[config.mk]
export PLATFORM = sky130hd
export DESIGN_NAME = debouncer_bank
export DESIGN_NICKNAME = d
export VERILOG_FILES = /design/src/rtl/debouncer_bank.sv
export SDC_FILE = /design/constraint.sdc
export NUM_CORES = 1
export LEC_CHECK = 0
export CORE_ASPECT_RATIO = 1.5
export CORE_UTILIZATION = 40
export DETAILED_ROUTE_END_ITERATION = 10
export PLACE_DENSITY = 0.71
export SLEW_MARGIN = 20
export SYNTH_ARGS = -nofsm -noshare
export SYNTH_HDL_FRONTEND = slang
export SYNTH_SLANG_ARGS = --single-unit
[constraint.sdc]
create_clock -name clock -period 2.6 [get_ports clock]
set_input_delay 0.39 -clock clock [delete_from_list [all_inputs] [get_ports clock]]
set_output_delay 0.39 -clock clock [all_outputs]
set_load 0.01 [all_outputs]
[src/rtl/debouncer_bank.sv]
// debouncer_bank: multi-channel input debouncer.
// Each channel passes its raw input through a two-stage synchroniser, then
// requires the synchronised level to differ from the debounced level for a
// full stability interval before the debounced level follows it. A shared
// prescaler slows the stability timers down so long debounce times do not
// need wide per-channel counters. Rising/falling edge pulses and the
// aggregate "changed" flag are registered alongside the debounced level.

module debouncer_bank #(
   parameter int                      channelCount             = 8,
   parameter int                      timerWidth               = 16,
   parameter int                      timerInitializationValue = 50000,
   parameter int                      tickDivisor              = 1,
   parameter logic [channelCount-1:0] resetValue               = {channelCount{1'b0}}
) (
   input  logic                    clock,
   input  logic                    reset,
   input  logic                    enable,
   input  logic [channelCount-1:0] dataIn,
   output logic [channelCount-1:0] dataOut,
   output logic [channelCount-1:0] risingEdge,
   output logic [channelCount-1:0] fallingEdge,
   output logic                    changed
);

   // A divisor of 1 would give a zero-width counter, so keep at least one bit.
   localparam int prescWidth = (tickDivisor > 1) ? $clog2(tickDivisor) : 1;
   localparam logic [prescWidth-1:0] lastCount   = prescWidth'(tickDivisor - 1);
   localparam logic [timerWidth-1:0] reloadValue = timerWidth'(timerInitializationValue);

   logic [channelCount-1:0] sync1;
   logic [channelCount-1:0] sync2;
   logic [prescWidth-1:0]   prescaler;
   logic                    tick;
   logic [timerWidth-1:0]   timer [channelCount];
   logic [channelCount-1:0] commit;

   // The prescaler only advances while enabled; tick marks its last count.
   always_comb begin
      tick = enable && (prescaler == lastCount);
   end

   // A channel commits when its synchronised level still disagrees with the
   // debounced level after the timer has fully drained; this does not wait
   // for a tick, so the timer can never be asked to go below zero.
   always_comb begin
      commit = '0;
      for (int i = 0; i < channelCount; i++) begin
         commit[i] = (sync2[i] != dataOut[i]) && (timer[i] == '0);
      end
   end

   // Two-stage synchroniser; only sync2 is used by the decision logic.
   always_ff @(posedge clock) begin
      if (reset) begin
         sync1 <= resetValue;
         sync2 <= resetValue;
      end else begin
         sync1 <= dataIn;
         sync2 <= sync1;
      end
   end

   // Shared prescaler counter: wraps on tick and freezes while disabled.
   always_ff @(posedge clock) begin
      if (reset) begin
         prescaler <= '0;
      end else if (enable) begin
         if (tick) begin
            prescaler <= '0;
         end else begin
            prescaler <= prescaler + prescWidth'(1);
         end
      end
   end

   // Per-channel stability timer and debounced level. Agreement always
   // reloads the timer (even while disabled) so any disagreement must be
   // continuous for its whole interval; a commit reloads it for the next one.
   always_ff @(posedge clock) begin
      if (reset) begin
         dataOut <= resetValue;
         for (int i = 0; i < channelCount; i++) begin
            timer[i] <= reloadValue;
         end
      end else begin
         for (int i = 0; i < channelCount; i++) begin
            if (sync2[i] == dataOut[i]) begin
               timer[i] <= reloadValue;
            end else if (commit[i]) begin
               dataOut[i] <= sync2[i];
               timer[i]   <= reloadValue;
            end else if (tick) begin
               timer[i] <= timer[i] - timerWidth'(1);
            end
         end
      end
   end

   // Edge pulses and the aggregate flag are registered in the same edge that
   // updates dataOut, so they are visible exactly in the following cycle.
   always_ff @(posedge clock) begin
      if (reset) begin
         risingEdge  <= '0;
         fallingEdge <= '0;
         changed     <= 1'b0;
      end else begin
         risingEdge  <= commit & sync2;
         fallingEdge <= commit & ~sync2;
         changed     <= |commit;
      end
   end

endmodule

==> metrics.txt <==
status completed; clock-pin slew on the worst setup and hold paths about 0.070 ns; multi-input logic area 3530 µm²; gr ovfl total 0; Num Clock Sinks 170; GR peak layer met2; Slew Viols, Final 0; # H-tree levels 4; share of the synthesized area in the top cell type between 40% and 50%; Core ar. slightly above 20000 µm²; Post-synth top flop edfxtp_1; Placed Area approximately 9300 µm²; worst reg2reg path startpoint timer[1][48]; post_cts resized 0; setup TNS 0 ns; Net Count, Synth 790; number of synthesized flops with an enable pin 128; Initial Util between 40% and 50%; cell taking the most area after synthesis edfxtp_1; register area 4680 µm²; vias in the first global route 5841; # IOs 36; Critical path origin timer[1][48]; Worst Path Arrival 2.43 ns; vias per inst about 5.4; Max Root-Sink Buffers 2; fraction of layout cells with a size suffix above 1 between 10% and 20%; Max-cap violations 0; Post-CTS Setup Inserts 0; fin crit period roughly 2.3 ns; Seq/Total Area, Yosys between 50% and 60%; Async S/R FF share, synth 0%; hold buffer count at cts 0; DRT antenna net count 0; Max Fanout on Critical Path 10; DPL Wire Length about 12000 µm; Die X between 100 and 150 µm; DP Worst Slack 0.318 ns; power density cells a little under 600 nW/µm²; Placer Congestion 0.807; Clock Skew about 0.013 ns; Gate Count Post-Synth around 770; Avg WL per Cell roughly 15 µm; initial antenna violation count 1; first-pass GRT wire length between 20000 and 30000 µm; CTS Root Cell clkbuf_16; fin crit share slightly below 90%; Synth warnings 0; routed wire length approximately 17000 µm; Post-Syn Area approximately 8300 µm²; required time worst endpoint roughly 2.8 ns; GR Util All Layers ~16%; Hold Path Origin reset; critical path endpoint category register; largest net degree at the start of global routing 25; TritonCTS clock tree built; Crit Path Category register to register; met3 Resource Use GR a little under 3%; average cell area after synthesis 10.9 µm²; max frequency between 400 and 500 MHz; met2 usage about 29%; Layout Cell Area excl Fill between 9000 and 10000 µm²; Die Height ~180 µm; Placed Cells incl. Taps ~1100; Detailed Routing Iterations Pass 1 5; Die ar. ~21000 µm²; TritonCTS Buffers 17; std cell rows between 60 and 70; Via Count 6059; Synth cell types slightly below 50; max_slew headroom about half; Synth area leaders edfxtp_1 (46%), dfxtp_1 (10%), xor2_1 (6.0%), nor2_1 (4.3%), xnor2_1 (2.6%); Fin. Hold Viols 0; I/O Buffers 35; Worst Tran Pin Value around 0.72 ns; Starting DRT DRC Count ~350; P&R area growth vs syn 18.5%; unrepaired setup endpoints after global routing false; Worst setup SP type register; met1 usage 18.7%; DRC 0; # fillers between 1500 and 2000; final worst slack ~0.32 ns; VDD IR max around 0.45 mV; non-filler instance count after layout 1126; Worst Hold Class primary input to register; final setup violation count 0; Pleak approximately 0.0033 µW; insertion delay to the later sink of the worst-skew pair between 0.4 and 0.5 ns; Layout Nets slightly below 900; FF+latch count, synth 170
-- final timing paths --
check	to	slack, ns	depth (start not counted)
max	timer[1][58]	0.32	7
min	prescaler	0.43	3
max reg2reg	timer[1][58]	0.32	7
min reg2reg	sync2[5]	0.43	1
-- sequential cells by signal (all words and copies together) (netlist names) --
name / cells
sync1: 8
dataOut: 8
timer: 128
prescaler: 1
sync2: 8
risingEdge: 8
fallingEdge: 8
changed: 1
-- cells by family after synthesis --
family          after synthesis  synth area share (%)
flops                       170                  56.2
simple gates                380                  25.0
buf+inv                      34                  1.53
fa+ha+maj                    14                  2.10
xor+xnor                     82                  8.61
compound gates               81                  6.08
mux                           4                 0.480
-- layout make-up --
type,count,area share [%]
Sequential cell,170,47.4
Multi-Input combinational cell,561,35.7
Timing Repair Buffer,77,6.69
Clock buffer,21,4.66
Tap cell,264,3.34
Clock inverter,11,1.38
Inverter,21,0.798
Antenna cell,1,0.0253
-- metrics by stage --
stage                     hold slack, ns  power, µW  util [%]
final                              0.429       5780      48.4
after global routing               0.440       5950      48.4
after CTS                          0.421       5820      48.4
after detailed placement           0.422       3270      45.5
after global placement             0.420       3270      45.5
after floorplan                    0.414       3180         -
-- power breakdown --
group          switching [µW]  total (µW)  internal, µW
combinational             131         237           106
clock                    1080        2560          1480
sequential               44.7        2980          2930
total                    1260        5780          4520
-- critical path, stage by stage, from the launching register on --
cell and delay, ns:
edfxtp_1 0.40, inv_1 0.08, ha_1 0.17, nor4b_1 0.24, buf_4 0.19, nand4b_1 0.17
o21ai_1 0.64, nor2_1 0.12
-- cells in the final DEF, fill, tap and decap left out, types with 7 or more instances in the layout --
cell / count
a21oi_1: 27
buf_4: 42
clkbuf_16: 17
clkdlybuf4s50_1: 34
dfxtp_1: 42
edfxtp_1: 128
ha_1: 14
inv_1: 21
nand2_1: 58
nand2b_1: 8
nand3_1: 39
nand3b_1: 12
nand4_1: 25
nor2_1: 95
nor2b_1: 16
nor3_1: 22
nor3b_1: 7
nor4_1: 19
nor4b_1: 19
o21ai_0: 20
o31ai_1: 18
or3_1: 19
or4_1: 17
xnor2_1: 25
xor2_1: 57
-- per-layer routing --
metal / vias up / part of all wire, %
met5: - / 0
met4: 0 / 2.8
met3: 33 / 3.1
met2: 112 / 51
met1: 2911 / 43
li1: 3003 / -
-- synth_stat cells (2+ instances only) --
cell	instances
nand3_1	39
a41oi_1	2
inv_1	21
o31ai_1	18
nor4b_1	19
a21boi_0	2
edfxtp_1	128
nand2_1	58
nor4_1	19
a21oi_1	27
or4_1	17
xnor2_1	25
or3b_2	2
xor2_1	57
nand2b_1	8
ha_1	14
nor2b_1	16
o21ai_0	20
and3_1	3
dfxtp_1	42
mux2i_1	4
nand3b_1	12
clkbuf_1	13
or2_2	4
nor4_4	2
o41ai_1	2
nor3b_1	7
nand4b_1	6
nor3_1	22
or3_1	19
nand4_1	25
nor2_1	95
Power figures use the tool's default switching activity.
